[config.mk]
export PLATFORM = sky130hd
export DESIGN_NAME = frame_copy_scheduler
export DESIGN_NICKNAME = d
export VERILOG_FILES = /design/src/rtl/frame_sched_pkg.sv /design/src/rtl/sat_counter.sv /design/src/rtl/frame_copy_scheduler.sv
export SDC_FILE = /design/constraint.sdc
export NUM_CORES = 1
export LEC_CHECK = 0
export CAP_MARGIN = 25
export CORE_ASPECT_RATIO = 1.4
export CORE_MARGIN = 2
export CORE_UTILIZATION = 34
export CTS_CLUSTER_DIAMETER = 100
export DETAILED_ROUTE_END_ITERATION = 16
export PLACE_DENSITY = 0.78
export SYNTH_ARGS = -nofsm -noshare
export SYNTH_HDL_FRONTEND = slang
export SYNTH_SLANG_ARGS = --single-unit
[constraint.sdc]
create_clock -name clk -period 3.3 [get_ports clk]
set_input_delay 0.66 -clock clk [delete_from_list [all_inputs] [get_ports clk]]
set_output_delay 0.66 -clock clk [all_outputs]
set_load 0.01 [all_outputs]
[src/rtl/frame_sched_pkg.sv]
// Shared definitions for the frame copy scheduler, the rectangle DMA and the GPU.
`ifndef DATA_ADDR_WIDTH
`define DATA_ADDR_WIDTH 16
`endif

package frame_sched_pkg;

    typedef enum logic [1:0] {
        RUN,
        ARMED,
        COPY,
        RELEASE
    } frame_sched_state_t;

    localparam int DEF_RECT_COUNT     = 64;
    localparam int DEF_WORDS_PER_RECT = 6;

endpackage

[src/rtl/sat_counter.sv]
// Incrementer that sticks at all-ones instead of wrapping.
module sat_counter #(
    parameter int WIDTH = 8
) (
    input  logic             clk,
    input  logic             reset,
    input  logic             inc,
    output logic [WIDTH-1:0] count
);

    always_ff @(posedge clk) begin
        if (reset)
            count <= '0;
        else if (inc && (count != '1))
            count <= count + WIDTH'(1);
    end

endmodule

[src/rtl/frame_copy_scheduler.sv]
// Once-per-frame copy sequencer: stall CPU, wait for vblank, hand the read port to the DMA.
// Define FRAME_SCHED_STATS_EN to get live frames_dropped / frames_copied counters.
module frame_copy_scheduler
    import frame_sched_pkg::*;
#(
    parameter int ADDR_WIDTH     = `DATA_ADDR_WIDTH,
    parameter int RECT_COUNT     = DEF_RECT_COUNT,
    parameter int WORDS_PER_RECT = DEF_WORDS_PER_RECT,
    parameter int STAT_WIDTH     = 8
) (
    input  logic                  clk,
    input  logic                  reset,
    input  logic                  vblank_start,
    input  logic                  cpu_frame_done,
    input  logic [ADDR_WIDTH-1:0] cpu_rd_addr,
    input  logic [ADDR_WIDTH-1:0] dma_rd_addr,
    output logic [ADDR_WIDTH-1:0] mem_rd_addr,
    output logic                  copy_start,
    output logic                  copy_active,
    output logic                  cpu_stall,
    output logic                  cpu_resume,
    output logic [STAT_WIDTH-1:0] frames_dropped,
    output logic [STAT_WIDTH-1:0] frames_copied
);

    localparam int COPY_CYCLES = RECT_COUNT * WORDS_PER_RECT;
    localparam int CNT_W       = $clog2(COPY_CYCLES + 1);
    localparam logic [CNT_W-1:0] CNT_LAST = CNT_W'(COPY_CYCLES);

    frame_sched_state_t state, next_state;
    logic [CNT_W-1:0]   cnt;

    always_ff @(posedge clk) begin
        if (reset)
            state <= RUN;
        else
            state <= next_state;
    end

    // Counter is preloaded with 1 on the start cycle, so the start cycle
    // itself is the first of the COPY_CYCLES+1 active cycles.
    always_ff @(posedge clk) begin
        if (reset)
            cnt <= '0;
        else if (copy_start)
            cnt <= CNT_W'(1);
        else if (state == COPY && cnt != CNT_LAST)
            cnt <= cnt + CNT_W'(1);
        else if (state != COPY)
            cnt <= '0;
    end

    always_comb begin
        next_state = state;
        copy_start = 1'b0;
        cpu_stall  = 1'b0;
        cpu_resume = 1'b0;
        case (state)
            RUN: begin
                if (cpu_frame_done) begin
                    cpu_stall = 1'b1;
                    if (vblank_start) begin
                        copy_start = 1'b1;
                        next_state = COPY;
                    end else begin
                        next_state = ARMED;
                    end
                end
            end
            ARMED: begin
                cpu_stall = 1'b1;
                if (vblank_start) begin
                    copy_start = 1'b1;
                    next_state = COPY;
                end
            end
            COPY: begin
                cpu_stall = 1'b1;
                if (cnt == CNT_LAST)
                    next_state = RELEASE;
            end
            RELEASE: begin
                cpu_resume = 1'b1;
                next_state = RUN;
            end
            default: next_state = RUN;
        endcase
    end

    assign copy_active = copy_start | (state == COPY);
    assign mem_rd_addr = copy_active ? dma_rd_addr : cpu_rd_addr;

`ifdef FRAME_SCHED_STATS_EN
    // A vblank is lost unless it launches a copy or is the one ARMED waits for.
    logic vblank_dropped;
    assign vblank_dropped = vblank_start & ~copy_start & (state != ARMED);

    sat_counter #(.WIDTH(STAT_WIDTH)) u_dropped (
        .clk   (clk),
        .reset (reset),
        .inc   (vblank_dropped),
        .count (frames_dropped)
    );

    sat_counter #(.WIDTH(STAT_WIDTH)) u_copied (
        .clk   (clk),
        .reset (reset),
        .inc   (cpu_resume),
        .count (frames_copied)
    );
`else
    assign frames_dropped = '0;
    assign frames_copied  = '0;
`endif

endmodule

* Word level (Yosys, flattened, before mapping)
Cells that the tools add are included.
** Word-level totals
- Bits in registers :: 11
- Memories kept :: 0
- Word-level logic and storage cells :: 36
- Bits in writable memories :: 0
- Bits of input ports :: 36
- Bits in read-only memories :: 0
- Latch bits :: 0
- Output and inout port bits :: 36
** Operators by class
- Multipliers :: 0
- Shift-type cells :: 0
- Bitwise operators :: 1
- Order comparisons :: 0
- Add/sub/neg operators :: 1
- Divide/modulo/power cells :: 0
- Muxes and demuxes :: 15
- Equal/unequal tests :: 9
- Reductions and logical operators :: 7
** Operator list (count)
- 2-to-1 mux 9 bit :: 2
- 2-to-1 mux 16 bit :: 1
- adder 9 x 1 -> 9 bit, second input constant :: 1
- == test 9 bit, second input constant :: 1
- != test 9 bit, second input constant :: 1
- 2-to-1 mux 2 bit :: 4
- != test 2 bit, second input constant :: 4
- one-hot mux 2 bit (4 select lines) :: 1
- 2-to-1 mux 1 bit :: 5
- == test 2 bit, second input constant :: 2
- one-hot mux 1 bit (2 select lines) :: 2
- OR reduction 2 bit :: 2
- AND reduction 3 bit :: 1
- nonzero test 3 bit :: 1
- == test 2 x 1 -> 1 bit, second input constant :: 1
- logical NOT 2 bit :: 1
- nonzero test 2 bit :: 1
- logical AND 1 bit :: 1
- OR 1 bit :: 1

* Logic depth before layout (Yosys ltp)
Gate-level depths: netlist (run 1).
- Word-level depth :: 5
- Depth in mapped cells :: 7

* Least setup slack after synthesis (run 1)
No wires, ideal clock.
- Path type :: input to output
- Start :: in cpu_frame_done
- End :: out mem_rd_addr[10]
- Stages :: 5
- Data arrival time :: 1.853 ns
- Data required time :: 2.640 ns
- Setup slack :: 0.787 ns
- Cells stage by stage :: and2_1 o21a_1 nor2_4 buf_2 mux2_2
** On the way
- Longest elaborated chain between the ends :: 4
** RTL lines
- start: declaration :: line frame_copy_scheduler.sv:14 : input logic cpu_frame_done,
- 2-to-1 mux 1 bit :: line frame_copy_scheduler.sv:60 : if (cpu_frame_done) begin
- one-hot mux 1 bit (2 select lines) :: line frame_copy_scheduler.sv:58 : case (state)
- via copy_start :: line frame_copy_scheduler.sv:18 : output logic copy_start,
- OR 1 bit :: line frame_copy_scheduler.sv:90 : assign copy_active = copy_start | (state == COPY);
- 2-to-1 mux 16 bit :: line frame_copy_scheduler.sv:91 : assign mem_rd_addr = copy_active ? dma_rd_addr : cpu_rd_addr;
- end: declaration :: line frame_copy_scheduler.sv:17 : output logic [ADDR_WIDTH-1:0] mem_rd_addr,
The timed path passes the listed nets, and every way through them passes these cells.

* Worst setup path in the final report (run 1)
- Start :: in cpu_frame_done
- End :: out mem_rd_addr[11]
** On the way
- Longest elaborated chain between the ends :: 4
** RTL lines (line)
- 2-to-1 mux 1 bit :: frame_copy_scheduler.sv:60
- one-hot mux 1 bit (2 select lines) :: frame_copy_scheduler.sv:58
- OR 1 bit :: frame_copy_scheduler.sv:90
- 2-to-1 mux 16 bit :: frame_copy_scheduler.sv:91
No other way between the ends.

==> flow_summary.json, run 1 <==
{
  "rsz0062_at_grt": "no",
  "synthArstFlopShare": 0,
  "path_max_fanout": 17,
  "seq_area_frac_synth": 0.223,
  "synth_area_leaders": "dfxtp_1 22%, mux2_2 18%, buf_4 12%",
  "synth-seq-cells": 11,
  "grt_pass1_wl_mm": 4.17,
  "synth_top_area_cell": "dfxtp_1",
  "vias": 919,
  "end_kind": "primary output",
  "first_pass_iters": 4,
  "cts.sinks": 11,
  "viasPerCell": 4.53,
  "syn_to_final_growth_pct": 64.0,
  "clk_pin_slew_ps": 50,
  "clk_path_buf_depth": 2,
  "required_ps": 2640,
  "drtIter0Drc": 9,
  "ir_drop_mv": 0.269,
  "power_leakage_nw": 0.781,
  "clock_latency_ps": 230,
  "skew_ps": 2.27,
  "yosysWarnings": 0,
  "grt_pass1_vias": 883,
  "root_buffer": "clkbuf_8",
  "final_cells": 203,
  "grt_max_degree": 18,
  "ios": 72,
  "synth.distinct_cells": 35,
  "die_x_microns": 49.5,
  "critical_path_class": "in -> out",
  "drcViolationCount": 0,
  "cts_buffers": 3,
  "hold_class": "reg -> reg",
  "p_per_area_nw_per_um2": 592,
  "synth-main-ff-cell": "dfxtp_1",
  "tritoncts": "yes",
  "max_freq_mhz": 342,
  "start_util": 0.350,
  "period_minus_slack_ps": 2930,
  "post_drt_wl_per_cell_microns": 13.4,
  "cts-htree-levels": 1,
  "placementRows": 23,
  "fin_tns_setup_ps": 0,
  "mostFrequentLayoutCells": "39 x clkdlybuf4s50_1, 16 x mux2_2, 16 x conb_1, 16 x dlymetal6s2s_1, 11 x dfxtp_1",
  "dp_cells": 199,
  "final_common_cell": "clkdlybuf4s50_1",
  "avgSynthCellArea_sq_um": 9.05,
  "dp_hpwl_mm": 2.23,
  "die_y_microns": 67.7,
  "cp-start-kind": "input pin",
  "rr_worst_depth": 6,
  "antenna_left": 0,
  "cp.arrival_ps": 2270,
  "setup_viol": 0,
  "port_buffers": 55,
  "hold_buffers": 0,
  "crit_chain": "clkdlybuf4s50_1, and2_1, o21a_2, nor2_4, buf_12, mux2_2, dlymetal6s2s_1",
  "whs_path_depth": 2,
  "n_antenna_cell": 0,
  "die-area_sq_um": 3350,
  "overflow": 0,
  "core_area_sq_um": 2820,
  "yosysTopAreaCellShare": 0.223,
  "grt_util_all_layers": 0.162,
  "slowest_delay_ps": 410,
  "cp_slowest_cell": "clkdlybuf4s50_1",
  "hold_viol_final": 0,
  "routabilityCongestion": 0.815,
  "synth_edf_count": 0,
  "drive_above_1_share": 0.181,
  "min_period_over_period": 0.887,
  "postRouteWirelength_mm": 2.73,
  "nNetsFinal": 210,
  "antenna_found_initial": 0,
  "status": "completed",
  "syn_inst": 109,
  "maxCapViolCount": 0,
  "slew_violations": 0,
  "syn_area_sq_um": 986
}
[registers in the layout, indices dropped and copies added (netlist names)]
name,count
cnt,9
state,2
[Yosys cell counts (2+ instances only)]
library cell  instances
a21oi_1               5
nand4_1               2
buf_4                16
nand2_1               3
inv_1                 8
mux2_2               16
a311oi_1              2
xor2_1                5
nor2_1                8
ha_1                  7
dfxtp_1              11
nand3_1               3
[report_power, final]
part | total (mW) | switching [mW] | internal, mW
clock | 0.129 | 0.0449 | 0.0843
combinational | 0.656 | 0.279 | 0.377
sequential | 0.172 | 0.0224 | 0.150
total | 0.957 | 0.346 | 0.611
[worst max-delay path, delay by kind of cell]
kind / cells / cell delay, ps
muxes: 1 / 350
AOI/OAI and AO/OA: 1 / 230
buffers and inverters: 3 / 740
and+or+nand+nor: 2 / 280
[cell type report]
| class | count | area (sq um) |
|---|---|---|
| multi-input cells | 87 | 664 |
| repair buffers | 56 | 611 |
| inverters | 8 | 30.0 |
| flip-flops and latches | 11 | 220 |
| clock buffers | 4 | 45.0 |
| well taps | 37 | 46.3 |
| fillers | 256 | 1200 |
[worst paths after layout]
| path | from | end | slack [ps] |
|---|---|---|---|
| worst max-delay path | cpu_frame_done | mem_rd_addr[11] | 370 |
| worst min-delay path | cnt[2]$_SDFFE_PP0P_ | cnt[2]$_SDFFE_PP0P_ | 540 |
| worst max register to register | cnt[0]$_SDFFE_PP0P_ | state[0]$_SDFFE_PP0P_ | 1580 |
| worst min register to register | cnt[2]$_SDFFE_PP0P_ | cnt[2]$_SDFFE_PP0P_ | 540 |
[through the flow]
| step | hold WS [ps] | worst slack [ps] | total power [mW] | utilization | cell area [sq um] |
|---|---|---|---|---|---|
| 2_1_floorplan | 485 | 787 | 0.551 | - | 1040 |
| 3_3_place_gp | 505 | 77.5 | 0.830 | 0.543 | 1530 |
| 3_5_place_dp | 535 | 55.0 | 0.849 | 0.543 | 1530 |
| 4_1_cts | 544 | 44.8 | 0.986 | 0.559 | 1580 |
| 5_1_grt | 578 | 261 | 1.03 | 0.573 | 1620 |
| 6_report | 544 | 373 | 0.957 | 0.573 | 1620 |
[routing by layer]
layer	global-route usage	vias to the layer above	wire length (microns)
met1	0.162	416	1030
li1	-	457	-
met5	0	-	0
met3	0.0487	6	178
met2	0.323	40	1470
met4	0.0451	0	46
[logic make-up after synthesis]
family	share of synthesized area
adder cells (fa/ha/maj)	0.0888
AO/OA/AOI/OAI	0.0888
XOR/XNOR	0.0533
buffers and inverters	0.161
other	0.00380
AND/OR/NAND/NOR	0.188
flip-flops	0.223
multiplexers	0.193
[timing repair]
action | CTS | global route
setup buffers | 0 | 0
endpoints found under the setup margin | 0 | 16
hold endpoints to repair | 0 | 0
gates resized for setup | 0 | 17
No activity file was read; power rests on OpenSTA's default activity.
==> run 2: changes to the inputs <==
- HOLD_SLACK_MARGIN: unset -> 0.08
==> results of run 2 <==
No change in the layout: final DEF, timing and power equal those of run 1.
==> run 3: changes to the inputs <==
- CELL_PAD_IN_SITES_DETAIL_PLACEMENT: unset -> 1
- CELL_PAD_IN_SITES_GLOBAL_PLACEMENT: unset -> 2
- CORE_UTILIZATION: 34 -> 19
- CTS_CLUSTER_DIAMETER: 100 -> unset
- PLACE_DENSITY: 0.78 -> unset
- PLACE_DENSITY_LB_ADDON: unset -> 0.05
==> run 3 against run 2 <==
Worst hold slack got worse by 7.4 ps. Non-clock buffer count is 1 higher. Critical path depth is the same. Utilization is 25 points lower. Count of clock-buffer cells in the layout did not move. Clock power grew 6%. Maximum frequency is 9.4% lower. Global-route usage shrank 4.3 points. Cell count increased by 15%. Sequential share of layout area barely moved. Cell area is 0.15% higher. Largest cell class unchanged. Largest power group unchanged.
==> flow_summary.json, run 3 (synthesis gave the netlist of run 1 again) <==
{
  "placementRows": 31,
  "critical_path_class": "in -> out",
  "clkPwrFrac": 0.137,
  "p_switching_uw": 367,
  "post_drt_wl_per_cell_microns": 14.3,
  "post-cts-setup-buffer-count": 0,
  "syn_to_final_growth_pct": 64.2,
  "grt_util_all_layers": 0.119,
  "cts-htree-levels": 1,
  "cts.sinks": 11,
  "port_buffers": 55,
  "path_max_fanout": 17,
  "top_register": "cnt",
  "routabilityCongestion": 0.746,
  "die_y_microns": 89.2,
  "hold_class": "reg -> reg",
  "die-area_sq_um": 5790,
  "min_period_over_period": 0.978,
  "grt_pass1_wl_mm": 5.17,
  "p_per_area_nw_per_um2": 619,
  "cp.arrival_ps": 2570,
  "clk_path_buf_depth": 2,
  "clk_pin_slew_ps": 50,
  "postRouteWirelength_mm": 3.33,
  "drtIter0Drc": 14,
  "max_freq_mhz": 310,
  "core_area_sq_um": 5080,
  "overflow": 0,
  "ios": 72,
  "pwr-share-seq": 0.170,
  "drcViolationCount": 0,
  "p_int_uw": 635,
  "fin_hold_ws_ps": 536,
  "n_antenna_cell": 0,
  "ir_drop_mv": 0.170,
  "hold_buffers": 0,
  "required_ps": 2640,
  "status": "completed",
  "mostFrequentLayoutCells": "55 x clkdlybuf4s50_1, 16 x mux2_2, 16 x conb_1, 11 x dfxtp_1",
  "skew_ps": 1.15,
  "grt_max_degree": 18,
  "post_cts_resized": 0,
  "tritoncts": "yes",
  "power_leakage_nw": 0.639,
  "largestRegisters": "cnt (9), state (2)",
  "drive_above_1_share": 0.180,
  "antenna_left": 0,
  "end_kind": "primary output",
  "rsz0062_at_grt": "no",
  "die_x_microns": 64.9,
  "nNetsFinal": 211,
  "vias": 913,
  "cp-start-kind": "input pin",
  "viasPerCell": 3.92,
  "setup_viol": 0,
  "root_buffer": "clkbuf_8",
  "combPwrFrac": 0.693,
  "clock_latency_ps": 240,
  "cts_buffers": 3,
  "hold_viol_final": 0,
  "grt_pass1_vias": 936,
  "maxCapViolCount": 0,
  "swShare": 0.366,
  "first_pass_iters": 2,
  "final_common_cell": "clkdlybuf4s50_1",
  "largest_reg_flops": 9,
  "start_util": 0.194,
  "antenna_found_initial": 0,
  "slew_violations": 0,
  "fin_tns_setup_ps": 0,
  "period_minus_slack_ps": 3230,
  "dp_hpwl_mm": 2.80
}
## run 3: changes by cell type in the layout (fill, tap and decap cells not counted)
cell and change:
dlymetal6s2s_1 -16, o21a_2 -1, o21a_1 +1, buf_4 +1
clkdlybuf4s50_1 +16
## run 3: layout make-up
| type | count | area [sq um] |
|---|---|---|
| flip-flops and latches | 11 | 220 |
| multi-input cells | 87 | 663 |
| repair buffers | 57 | 578 |
| inverters | 8 | 30.0 |
| well taps | 66 | 82.6 |
| clock buffers | 4 | 45.0 |
| fillers | 597 | 3460 |
## run 3: layer usage
layer  track usage  vias up  share of wire
met2         0.225       33           0.55
met3        0.0151        4          0.041
met1         0.133      422           0.39
met4        0.0464        0          0.017
met5             0        -              0
li1              -      454              -
## run 3: worst max-delay path, cell delays in order
cell and delay [ps]:
clkdlybuf4s50_1 410, and2_1 170, o21a_1 210, nor2_4 110, buf_12 160, mux2_2 330
clkdlybuf4s50_1 520
## run 3: path summary, 6_finish.rpt
check	start	endpoint	slack, ps	cells past startpoint
min reg2reg	cnt[7]$_SDFFE_PP0P_	cnt[7]$_SDFFE_PP0P_	540	2
max	cpu_frame_done	mem_rd_addr[12]	70	7
max reg2reg	state[0]$_SDFFE_PP0P_	cnt[8]$_SDFFE_PP0P_	1470	7
min	cnt[7]$_SDFFE_PP0P_	cnt[7]$_SDFFE_PP0P_	540	2
## run 3: power by group through the flow
stage	Clock (mW)	Combinational [mW]	Sequential, mW
3_5_place_dp	0	0.704	0.174
2_1_floorplan	0	0.384	0.167
6_report	0.137	0.695	0.170
3_3_place_gp	0	0.700	0.175
4_1_cts	0.144	0.710	0.172
5_1_grt	0.152	0.750	0.174
## run 3: per-stage QoR
stage | area [sq um] | utilization | instances | power (mW) | setup WS (ps)
3_3_place_gp | 1570 | 0.310 | 229 | 0.874 | 53.0
5_1_grt | 1620 | 0.319 | 233 | 1.08 | 8.60
4_1_cts | 1620 | 0.319 | 233 | 1.02 | 49.8
6_report | 1620 | 0.319 | 233 | 1.00 | 71.0
3_5_place_dp | 1570 | 0.310 | 229 | 0.878 | 54.0
2_1_floorplan | 1040 | - | 124 | 0.551 | 787
